[src/rtl/fp_pkg.sv]
// Shared FP definitions: default field widths, field offsets and class codes.
// Used by the FIFO word reader and by the FP arithmetic units.
package fp_pkg;

  localparam int EXP_W_DEF = 8;
  localparam int MAN_W_DEF = 23;

  // Operand layout is {sign, exp, man}, with the mantissa starting at bit 0.
  localparam int MAN_LSB = 0;

  function automatic int exp_lsb(input int man_w);
    return man_w;
  endfunction

  function automatic int sign_pos(input int exp_w, input int man_w);
    return exp_w + man_w;
  endfunction

  typedef enum logic [2:0] {
    FP_CLS_NORM   = 3'd0,
    FP_CLS_ZERO   = 3'd1,
    FP_CLS_DENORM = 3'd2,
    FP_CLS_INF    = 3'd3,
    FP_CLS_NAN    = 3'd4
  } fp_class_e;

endpackage

[src/rtl/fp_classify.sv]
// Purpose: classifies an operand magnitude {exp, man} as zero/denorm/inf/NaN.
// Latency: purely combinational.
// Backpressure: none; this block holds no state.
module fp_classify
  import fp_pkg::*;
#(
  parameter int EXP_W = EXP_W_DEF,
  parameter int MAN_W = MAN_W_DEF
) (
  input  logic [EXP_W+MAN_W-1:0] mag,
  output logic                   is_zero,
  output logic                   is_inf,
  output logic                   is_nan,
  output logic                   is_denorm
);

  logic [EXP_W-1:0] exp_f;
  logic [MAN_W-1:0] man_f;
  fp_class_e        cls;

  // The sign bit does not affect the class, so only the magnitude comes in.
  assign exp_f = mag[exp_lsb(MAN_W) +: EXP_W];
  assign man_f = mag[MAN_LSB +: MAN_W];

  always_comb begin
    cls = FP_CLS_NORM;
    if (exp_f == '0) begin
      cls = (man_f == '0) ? FP_CLS_ZERO : FP_CLS_DENORM;
    end else if (&exp_f) begin
      cls = (man_f == '0) ? FP_CLS_INF : FP_CLS_NAN;
    end
  end

  assign is_zero   = (cls == FP_CLS_ZERO);
  assign is_denorm = (cls == FP_CLS_DENORM);
  assign is_inf    = (cls == FP_CLS_INF);
  assign is_nan    = (cls == FP_CLS_NAN);

endmodule

[src/rtl/fifo_word_reader.sv]
// Purpose: pops DSIZE-bit FIFO beats and assembles them little-endian into one FP operand.
// Latency: operand valid the cycle after its final beat is popped; one operand per NBEATS cycles.
// Backpressure: a held output stalls only the final beat; earlier beats keep popping.
module fifo_word_reader
  import fp_pkg::*;
#(
  parameter int DSIZE = 8,
  parameter int EXP_W = EXP_W_DEF,
  parameter int MAN_W = MAN_W_DEF,
  parameter int WSIZE = 1 + EXP_W + MAN_W
) (
  input  logic             rclk,
  input  logic             rrst_n,
  input  logic [DSIZE-1:0] rdata,
  input  logic             rempty,
  output logic             rd,
  input  logic             flush,
  output logic [WSIZE-1:0] out_data,
  output logic             out_valid,
  input  logic             out_ready,
  output logic             out_is_zero,
  output logic             out_is_inf,
  output logic             out_is_nan,
  output logic             out_is_denorm,
  output logic             partial
);

  localparam int NBEATS = WSIZE / DSIZE;
  localparam int CW     = (NBEATS > 2) ? $clog2(NBEATS) : 1;
  localparam int PW     = (NBEATS - 1) * DSIZE;
  localparam logic [CW-1:0] LAST = CW'(NBEATS - 1);

  logic [CW-1:0] cnt;
  logic [PW-1:0] pbuf;
  logic          last_beat;

  assign last_beat = (cnt == LAST);

  // The final beat may only be taken when the output register is free or being drained.
  assign rd = rrst_n & ~rempty & ~flush & (~last_beat | ~out_valid | out_ready);

  always_ff @(posedge rclk) begin
    if (!rrst_n) begin
      cnt       <= '0;
      pbuf      <= '0;
      out_data  <= '0;
      out_valid <= 1'b0;
    end else begin
      if (flush) begin
        cnt  <= '0;
        pbuf <= '0;
      end else if (rd) begin
        if (last_beat) begin
          out_data <= {rdata, pbuf};
          cnt      <= '0;
        end else begin
          pbuf[cnt*DSIZE +: DSIZE] <= rdata;
          cnt                      <= cnt + CW'(1);
        end
      end

      // A final-beat pop reloads the register even while the old operand is accepted.
      if (rd && last_beat) begin
        out_valid <= 1'b1;
      end else if (out_valid && out_ready) begin
        out_valid <= 1'b0;
      end
    end
  end

  assign partial = (cnt != '0);

  fp_classify #(
    .EXP_W(EXP_W),
    .MAN_W(MAN_W)
  ) u_classify (
    .mag      (out_data[sign_pos(EXP_W, MAN_W)-1:0]),
    .is_zero  (out_is_zero),
    .is_inf   (out_is_inf),
    .is_nan   (out_is_nan),
    .is_denorm(out_is_denorm)
  );

endmodule

[config.mk]
export PLATFORM = sky130hd
export DESIGN_NAME = fifo_word_reader
export DESIGN_NICKNAME = d
export VERILOG_FILES = /design/src/rtl/fp_pkg.sv /design/src/rtl/fp_classify.sv /design/src/rtl/fifo_word_reader.sv
export SDC_FILE = /design/constraint.sdc
export NUM_CORES = 1
export LEC_CHECK = 0
export ABC_AREA = 1
export BUFFER_PORTS_ARGS = -buffer_cell sky130_fd_sc_hd__buf_2
export CAP_MARGIN = 20
export CORE_ASPECT_RATIO = 0.5
export CORE_UTILIZATION = 56
export CTS_CLUSTER_SIZE = 10
export DETAILED_ROUTE_END_ITERATION = 10
export PLACE_DENSITY_LB_ADDON = 0.25
export SETUP_SLACK_MARGIN = 0.15
export SYNTH_ARGS = -nofsm -noshare
export SYNTH_HDL_FRONTEND = slang
export SYNTH_SLANG_ARGS = --single-unit
[constraint.sdc]
create_clock -name rclk -period 1.87 [get_ports rclk]
set_clock_uncertainty 0.2 [all_clocks]
set_input_delay 0 -clock rclk [delete_from_list [all_inputs] [get_ports rclk]]
set_output_delay 0 -clock rclk [all_outputs]
set_load 0.005 [all_outputs]
==> results.md, run 1 <==
- Inserted Clock Buffers: 9
- Grt ovf: 0
- Cell Int Power: 2700 uW
- Total power: 3460 uW
- Rows: 19
- H-tree level count: 3
- RSZ-0062 raised after global routing: yes
- R2R depth: 8
- CP Cell Sequence: clkinvlp_4, ha_4, inv_4, nor2_4, nand2_1, nand3_1, nand2_1, nor2_1
- Die X: 109 microns
- Mean Syn Cell Area: 6.12 sq um
- Startpoint types: flop
- Antenna Violating Nets Remaining: 0
- Initial Utilization: 0.583
- Detailed Route Iter0 Violations: 296
- GP Congestion: 0.887
- Fin Hold WS: 13.9 ps
- Worst slew pin tran: 456 ps
- PD cells: 845 mW/mm^2
- DR vias: 3277
- Vias per Instance: 4.91
- Syn. warnings: 0
- Area growth syn-to-layout: 27.1%
- Total GRT Usage: 0.292
- Root buffer cell: clkbuf_16
- Status: finished clean
- Netlist Area Pre-Place: 0.00322 sq mm
- Leakage: 0.00212 uW
- Fin. Hold Viols: 0
- CP peak stage delay: 390 ps
- Worst Path Buf+Inv: 2
- Syn_nets: 544
- Count of final setup violators: 0
- Relative slew slack: 0.696
- Number of global-route vias before repair: 2741
- Final-stage net count: 607
- DP Cell Count: 636
- Crit path to: pbuf[21]
- Initial antenna violation count: 0
- Final Slew Violations: 0
- Fin util: 0.741
- Synthesized instance count: 526
- Most frequent cells in the layout: nand2_1, inv_1, nor2_1
- Post-DP HPWL: 5200 microns
- Number of fill cells in the layout: 436
- FF-to-FF End: pbuf[21]
- Final WL: 8590 microns
- Worst path most repeated cell: nand2_1
- Die area: 0.00607 sq mm
- Core Region: 0.00552 sq mm
- Diodes inserted: 0
- Most common cell after layout, fill and taps aside: nand2_1
- Slowest-stage cell, CP: dfxtp_4
- Critical path class: reg -> reg
- Clk_lat worst skew: 330 ps
- Sequential share of power: 0.368
- Die Y: 55.6 microns
- Seq cells post-synth: 59
- Post-DP Area: 0.00350 sq mm
- Worst Hold Class: in -> reg
- CTS sink cnt: 59
- Crit. End Element: flop
- Synth unique cells: 20
- Largest net degree at the start of global routing: 34
- Max_cap viols: 0
- CTS tree: done
- Period utilization: 0.953
- Gate power share: 0.074
- Fin area: 0.00409 sq mm
- Port Buffer Count: 51
- Clock-pin slew on the worst setup and hold paths: 50 ps
- Non-filler cells in the finished layout: 667
- Initial DRT Pass Iterations: 5
- Worst EP arrival: 1840 ps
- Peak VDD IR: 0.496 mV
- Clock power share: 0.558
- Crit. path cell count: 8
- Critical path fanouts, max: 8
- Fmax: 561 MHz
- Worst reg2reg startpoint: cnt[0]
- Sw frac: 0.219
- R2R setup slack: 90 ps
- Fin crit period: 1780 ps
- Psw: 758 uW
- Drt wl/cell: 12.9 microns
- First-pass GRT wire length: 13200 microns
- CP Launch Point: cnt[0]
- CP delay by family, top: simple AND/OR/NAND/NOR gates
- Drc violations: 0
- Clock tree buffer depth: 2
- Ports: 52
- Ratio of cells with drive above 1 in the final layout: 0.178
- Post-synthesis sequential area ratio: 0.367
- CP required: 1930 ps
power groups by stage:
stage          sequential (uW)  combinational [uW]  clock (uW)
2_1_floorplan             1300                 147           0
5_1_grt                   1270                 282        2000
3_3_place_gp              1300                 198           0
3_5_place_dp              1300                 200           0
6_report                  1270                 256        1930
4_1_cts                   1270                 223        1950
stage by stage:
| stage | TNS (ps) | setup slack, ps |
|---|---|---|
| 2_1_floorplan | 0 | 201 |
| 3_3_place_gp | -12.2 | -6.24 |
| 3_5_place_dp | -9.79 | -8.35 |
| 4_1_cts | 0 | 98.2 |
| 5_1_grt | 0 | 5.30 |
| 6_report | 0 | 88.1 |
Yosys cell counts:
master | number | area (sq um)
buf_6 | 4 | 45.0
nand4_2 | 1 | 12.5
nor2_1 | 92 | 345
nand2_1 | 139 | 522
buf_1 | 4 | 15.0
clkbuf_1 | 8 | 30.0
nand3_4 | 1 | 17.5
buf_2 | 6 | 30.0
o22ai_1 | 1 | 6.26
nor2_8 | 1 | 20.0
nand2_4 | 1 | 11.3
nand4_1 | 36 | 225
o21ai_0 | 3 | 15.0
nand3_1 | 29 | 145
dfxtp_1 | 59 | 1180
ha_1 | 5 | 62.6
buf_4 | 2 | 15.0
inv_1 | 130 | 488
nor2_4 | 2 | 22.5
inv_2 | 2 | 7.51
final cells by class:
type                            instances  area, sq um  area share
Timing Repair Buffer                   75          463       0.113
Clock inverter                          6          111      0.0272
Inverter                              132          502       0.123
Tap cell                               73         91.3      0.0223
Sequential cell                        59         1190       0.290
Multi-Input combinational cell        312         1500       0.366
Clock buffer                           10          239      0.0584
layer usage:
| layer | track usage | routed length [microns] | vias up |
|---|---|---|---|
| met2 | 0.421 | 3510 | 171 |
| met4 | 0.109 | 213 | 0 |
| li1 | - | - | 1679 |
| met3 | 0.0656 | 981 | 25 |
| met1 | 0.424 | 3880 | 1402 |
| met5 | 0 | 0 | - |
sequential cells by signal, summed over array words and instances (netlist names):
name,flops
cnt,2
out_valid,1
pbuf,24
out_data,32
tightest hold or removal path, cell delays in order:
cell and delay, ps:
buf_2 140, nand3_1 160, o22ai_1 80, o21ai_0 80
inv_1 40
how the worst min path moves through the flow:
| stage | cells after the start | from | slack [ps] | endpoint |
|---|---|---|---|---|
| after floorplan | 3 | flush | -40 | pbuf[10] |
| after CTS | 5 | flush | 7 | pbuf[7] |
| after global routing | 5 | rrst_n | 40 | cnt[0] |
| after detailed placement | 5 | rdata[6] | 170 | out_data[30] |
| final | 5 | rrst_n | 10 | cnt[0] |
| after global placement | 5 | rdata[6] | 170 | out_data[30] |
timing repair:
action                                  CTS  global route
resized for setup                         8            17
hold endpoints to repair                 40             0
setup buffers                             0             3
pin swaps                                 0             6
endpoints found under the setup margin   58            62
gates cloned                              1             0
hold buffers                             11             0
logic make-up after synthesis:
group	Yosys count	synth area share
DFF	59	0.367
and+or+nand+nor	302	0.411
AOI/OAI and AO/OA	4	0.00661
buffers and inverters	156	0.196
adders and majority gates	5	0.0194
No activity file was read; power rests on OpenSTA's default activity.
==> inputs of run 2 (changes only) <==
--- a/config.mk
+++ b/config.mk
@@ -9,7 +9,7 @@
 export BUFFER_PORTS_ARGS = -buffer_cell sky130_fd_sc_hd__buf_2
 export CAP_MARGIN = 20
 export CORE_ASPECT_RATIO = 0.5
-export CORE_UTILIZATION = 56
+export CORE_UTILIZATION = 47
 export CTS_CLUSTER_SIZE = 10
 export DETAILED_ROUTE_END_ITERATION = 10
 export PLACE_DENSITY_LB_ADDON = 0.25
==> results.md, run 2 (synthesis results as in run 1) <==
- Port Buffer Count: 51 (unchanged)
- Post-DP HPWL: 5490 microns (+5.6%)
- Setup slack at placement: -66.8 ps (-58.5 ps)
- PD cells: 809 mW/mm^2 (-4.3%)
- Ratio of cells with drive above 1 in the final layout: 0.187 (+0.00822)
- Period utilization: 0.880 (-0.0728)
- Initial Utilization: 0.508 (-0.0752)
- Total GRT Usage: 0.247 (-0.0449)
- Fin. Hold Viols: 0 (unchanged)
- Critical path fanouts, max: 5 (-3)
- Inserted Clock Buffers: 9 (unchanged)
- Vias per Instance: 4.72 (-3.9%)
- DR vias: 3250 (-0.82%)
- Ports: 52 (unchanged)
- Fin area: 0.00418 sq mm (+2.1%)
- Worst EP arrival: 1450 ps (-390 ps)
- Post-DP Area: 0.00353 sq mm (+0.75%)
- Fmax: 608 MHz (+8.3%)
- Sequential share of power: 0.376 (+0.008)
- Worst Path Buf+Inv: 3 (+1)
- Worst path most repeated cell: inv_1
- Cell Int Power: 2640 uW (-2.2%)
- Root buffer cell: clkbuf_16
- Leakage: 0.00215 uW (+1.7%)
- Relative slew slack: 0.733 (+0.0379)
- Peak VDD IR: 0.381 mV (-23%)
- Fin crit period: 1650 ps (-136 ps)
- Max reg flops: 32 (unchanged)
- Diodes inserted: 0 (unchanged)
- RSZ-0062 raised after global routing: no
- Initial antenna violation count: 0 (unchanged)
- Antenna Violating Nets Remaining: 0 (unchanged)
- Psw: 738 uW (-2.6%)
- Reg with most FFs: out_data
- M1 GR Usage: 0.346 (-0.0780)
- Non-filler cells in the finished layout: 688 (+3.1%)
- Slowest-stage cell, CP: dfxtp_4
- Max_cap viols: 0 (unchanged)
- GRT busiest layer: met2
- Hold depth: 5 (unchanged)
- Fin Hold WS: 110 ps (+95.7 ps)
- First-pass GRT wire length: 13500 microns (+1.7%)
- Count of final setup violators: 0 (unchanged)
- Number of global-route vias before repair: 2755 (+0.51%)
- CP Cell Sequence: ha_4, inv_1, o21ai_2, inv_1, buf_2
- PnR worst setup slack: 224 ps (+136 ps)
- Status: finished clean
- Die area: 0.00720 sq mm (+19%)
- Clock power share: 0.545 (-0.013)
- GP Congestion: 0.888 (about the same)
- Met3 Use GR: 0.0780 (+0.0124)
- R2R depth: 8 (unchanged)
- Final Slew Violations: 0 (unchanged)
- Initial DRT Pass Iterations: 5 (unchanged)
- CP delay by family, top: flip-flops
- H-tree level count: 3 (unchanged)
- Detailed Route Iter0 Violations: 325 (+9.8%)
- Drt wl/cell: 12.7 microns (-1.5%)
- Rows: 20 (+1)
- DP Cell Count: 652 (+2.5%)
- Critical path class: reg -> out
- Clk_lat worst skew: 320 ps (about the same)
- GRT met2 Usage: 0.371 (-0.0501)
- Clock-pin slew on the worst setup and hold paths: 50 ps (about the same)
- Core Region: 0.00633 sq mm (+15%)
- CTS tree: done
- Die Y: 60.5 microns (+8.8%)
- Final-stage net count: 613 (+0.99%)
- Sw frac: 0.219 (-0.000702)
- Number of fill cells in the layout: 558 (+28%)
- Most common cell after layout, fill and taps aside: nand2_1
- Startpoint types: flop
- CTS sink cnt: 59 (unchanged)
- Worst Hold Class: in -> reg
- Gate power share: 0.079 (+0.005)
- Most frequent cells in the layout: nand2_1, inv_1, nor2_1
- Drc violations: 0 (unchanged)
- CP required: 1670 ps (-260 ps)
- Crit. path cell count: 5 (-3)
- Worst slew pin tran: 399 ps (-56.6 ps)
- Setup TNS: 0 ps (unchanged)
- Regs by FF count: out_data (32), pbuf (24), cnt (2)
- CP peak stage delay: 390 ps (about the same)
- Grt ovf: 0 (unchanged)
- Clock tree buffer depth: 2 (unchanged)
- Largest net degree at the start of global routing: 34 (unchanged)
- Final WL: 8720 microns (+1.6%)
- Area growth syn-to-layout: 29.8%
- Crit. End Element: output pin
- Die X: 119 microns (+9.0%)
-- run 2: cell types whose count changed in the layout (fill, tap and decap cells not counted), moves of 2 or more --
cell / previous run / this run
nand3_1: 27 / 25
clkinvlp_4: 2 / 0
nor2_4: 4 / 6
buf_4: 13 / 17
nor2_2: 3 / 1
clkbuf_8: 1 / 3
nand3_2: 1 / 3
-- run 2: final timing paths --
path	start	to	slack [ps]
worst max register to register	cnt[0]	pbuf[21]	230
worst max-delay path	cnt[0]	rd	220
worst min register to register	pbuf[20]	pbuf[20]	320
worst min-delay path	out_ready	cnt[1]	110
-- run 2: layer usage --
metal,share of wire,wire (microns)
met1,0.50,4350
met2,0.40,3500
met3,0.086,753
met4,0.013,112
met5,0,0
-- run 2: repair_timing --
item / in CTS / in global routing
setup buffers: 0 / 6
cloned: 1 / 2
hold endpoints to repair: 28 / 0
setup endpoints to repair: 63 / 62
pin swaps: 0 / 6
gates resized for setup: 16 / 14
hold buffers: 11 / 0
-- run 2: power by group through the flow --
stage | sequential, uW | clock, uW | combinational (uW)
after floorplan | 1300 | 0 | 147
after global placement | 1300 | 0 | 201
after detailed placement | 1300 | 0 | 203
after CTS | 1270 | 1860 | 237
after global routing | 1270 | 1920 | 289
final | 1270 | 1840 | 266
-- run 2: worst reg2reg max path, stage by stage (launching register included) --
cell     delay, ps
dfxtp_4        390
inv_4           70
ha_4           300
inv_1           80
nor2_4         190
nand2_1         90
nand3_1        110
nand2_1         60
nor2_1          90
-- run 2: cell type report --
type	instances	area (sq um)	area share
multi-input cells	314	1550	0.370
clock inverters	3	68.8	0.0165
clock buffers	13	270	0.0647
flip-flops and latches	59	1190	0.285
inverters	132	498	0.119
well taps	88	110	0.0264
repair buffers	79	493	0.118
-- run 2: through the flow --
stage | power [uW] | util
floorplan | 1440 | -
global placement | 1500 | 0.558
detailed placement | 1500 | 0.558
CTS | 3370 | 0.641
global route | 3480 | 0.659
finish | 3380 | 0.659
==> inputs of run 3 (changes only) <==
--- a/config.mk
+++ b/config.mk
@@ -9,7 +9,7 @@
 export BUFFER_PORTS_ARGS = -buffer_cell sky130_fd_sc_hd__buf_2
 export CAP_MARGIN = 20
 export CORE_ASPECT_RATIO = 0.5
-export CORE_UTILIZATION = 47
+export CORE_UTILIZATION = 50
 export CTS_CLUSTER_SIZE = 10
 export DETAILED_ROUTE_END_ITERATION = 10
 export PLACE_DENSITY_LB_ADDON = 0.25
==> results.md, run 3 (synthesis results as in run 1) <==
- Worst slew pin tran: 396 ps (-3.06 ps)
- Count of final setup violators: 0 (unchanged)
- Reg with most FFs: out_data
- Fin. Hold Viols: 16 (+16)
- Clock power share: 0.520 (-0.025)
- Number of global-route vias before repair: 2765 (+0.36%)
- Area growth syn-to-layout: 29.9% (about the same)
- Grt ovf: 0 (unchanged)
- Ratio of cells with drive above 1 in the final layout: 0.187 (+0.000419)
- Worst EP arrival: 1840 ps (+390 ps)
- Status: complete, but fails checks
- Drt wl/cell: 12.1 microns (-4.6%)
- Startpoint types: flop
- Setup slack at placement: -38.9 ps (+27.9 ps)
- PD cells: 772 mW/mm^2 (-4.6%)
- Sw frac: 0.243 (+0.0246)
- Failing checks: negative hold slack
- Regs by FF count: out_data (32), pbuf (24), cnt (2)
- Leakage: 0.00216 uW (+0.19%)
- Crit. End Element: flop
- First-pass GRT wire length: 13300 microns (-0.97%)
- Worst Hold Class: in -> reg
- Rows: 20 (unchanged)
- CTS sink cnt: 59 (unchanged)
- Most frequent cells in the layout: nand2_1, inv_1, nor2_1
- Post-DP HPWL: 5360 microns (-2.4%)
- Sequential share of power: 0.394 (+0.018)
- H-tree level count: 3 (unchanged)
- Ports: 52 (unchanged)
- Inserted Clock Buffers: 9 (unchanged)
- Clk_lat worst skew: 330 ps (about the same)
- Initial antenna violation count: 0 (unchanged)
- Max reg flops: 32 (unchanged)
- CP required: 1940 ps (+270 ps)
- Core Region: 0.00613 sq mm (-3.2%)
- Max_cap viols: 0 (unchanged)
- Port Buffer Count: 51 (unchanged)
- Most common cell after layout, fill and taps aside: nand2_1
- CTS tree: done
- Detailed Route Iter0 Violations: 365 (+12%)
- PnR worst setup slack: 105 ps (-120 ps)
- Fin Hold WS: -13.6 ps (-123 ps)
- GP Congestion: 0.878 (-1.1%)
- Cell Int Power: 2440 uW (-7.6%)
- Drc violations: 0 (unchanged)
- Root buffer cell: clkbuf_16
- Peak VDD IR: 0.478 mV (+25%)
- Antenna Violating Nets Remaining: 0 (unchanged)
- Setup TNS: 0 ps (unchanged)
- Die Y: 58.7 microns (-3.0%)
- RSZ-0062 raised after global routing: yes
- DP Cell Count: 652 (unchanged)
- Critical path class: reg -> reg
- Total GRT Usage: 0.264 (+0.0169)
- Period utilization: 0.944 (+0.0640)
- DR vias: 3241 (-0.28%)
- Die area: 0.00678 sq mm (-5.9%)
- Diodes inserted: 0 (unchanged)
- Gate power share: 0.086 (+0.007)
- Relative slew slack: 0.736 (+0.00267)
- Fin crit period: 1770 ps (+120 ps)
- Die X: 115 microns (-3.0%)
- Final WL: 8370 microns (-4.1%)
- Clock-pin slew on the worst setup and hold paths: 60 ps (about the same)
- Critical path fanouts, max: 5 (unchanged)
- Initial Utilization: 0.525 (+0.0166)
- Final Slew Violations: 0 (unchanged)
- Non-filler cells in the finished layout: 692 (+0.58%)
- Initial DRT Pass Iterations: 5 (unchanged)
- Clock tree buffer depth: 2 (unchanged)
- Final-stage net count: 617 (+0.65%)
- Psw: 784 uW (+6.2%)
- Largest net degree at the start of global routing: 34 (unchanged)
- Vias per Instance: 4.68 (-0.85%)
- Fmax: 566 MHz (-6.8%)
==> run 3: changes by cell type in the layout (fill, tap and decap cells not counted), sizes merged, moves of 2 or more <==
| cell | delta |
|---|---|
| nand3 | -2 |
| buf | +2 |
| clkinvlp | +4 |
| clkbuf | -3 |
| dlygate4sd3 | +5 |
==> run 3: power groups by stage <==
stage / Sequential (uW) / Clock, uW / Combinational, uW
after floorplan: 1300 / 0 / 147
after global placement: 1300 / 0 / 202
after detailed placement: 1300 / 0 / 203
after CTS: 1270 / 1680 / 238
after global routing: 1270 / 1740 / 303
final: 1270 / 1680 / 277
==> run 3: stage by stage <==
stage               hold slack [ps]  utilization  instance area [sq um]  total power, uW
floorplan                     -35.0            -                   3220             1440
finish                        -13.6        0.681                   4180             3220
detailed placement              164        0.576                   3530             1500
global placement                161        0.576                   3530             1500
global route                   9.26        0.681                   4180             3320
CTS                           -23.3        0.655                   4020             3190
==> run 3: area by class of cell <==
| class | count | area, sq um |
|---|---|---|
| clock buffer | 10 | 239 |
| sequential | 59 | 1190 |
| tap | 88 | 110 |
| multi-input combinational | 311 | 1510 |
| inverter | 132 | 503 |
| timing repair buffer | 86 | 571 |
| clock inverter | 6 | 63.8 |
| fill | 525 | 1950 |
==> run 3: repair_timing <==
| action | 4_1_cts | 5_1_grt |
|---|---|---|
| buffers inserted | 0 | 8 |
| hold buffers | 15 | 1 |
| endpoints found under the setup margin | 24 | 45 |
| hold endpoints to repair | 31 | 4 |
| gates resized for setup | 12 | 15 |
| pin swaps | 1 | 5 |
==> run 3: critical path, stage by stage, from the launching register on <==
cell        delay (ps)
dfxtp_4            400
clkinvlp_4         150
ha_4               240
buf_4              140
nor2_4             120
nand2_2            110
nor2_1             170
nor2_1              80
nor2_1             100
==> run 3: final timing paths <==
path,start,endpoint,slack [ps],depth (start not counted)
worst min register to register,pbuf[0],pbuf[0],320,4
worst min-delay path,flush,pbuf[16],-10,5
worst max register to register,cnt[0],pbuf[1],100,8
worst max-delay path,cnt[0],pbuf[1],100,8
==> run 3: metal layers <==
layer  track usage  up-vias  part of all wire
li1              -     1694                 -
met1         0.397     1391              0.50
met2         0.370      144              0.40
met3        0.0669       12             0.087
met4        0.0705        0             0.013
met5             0        -                 0
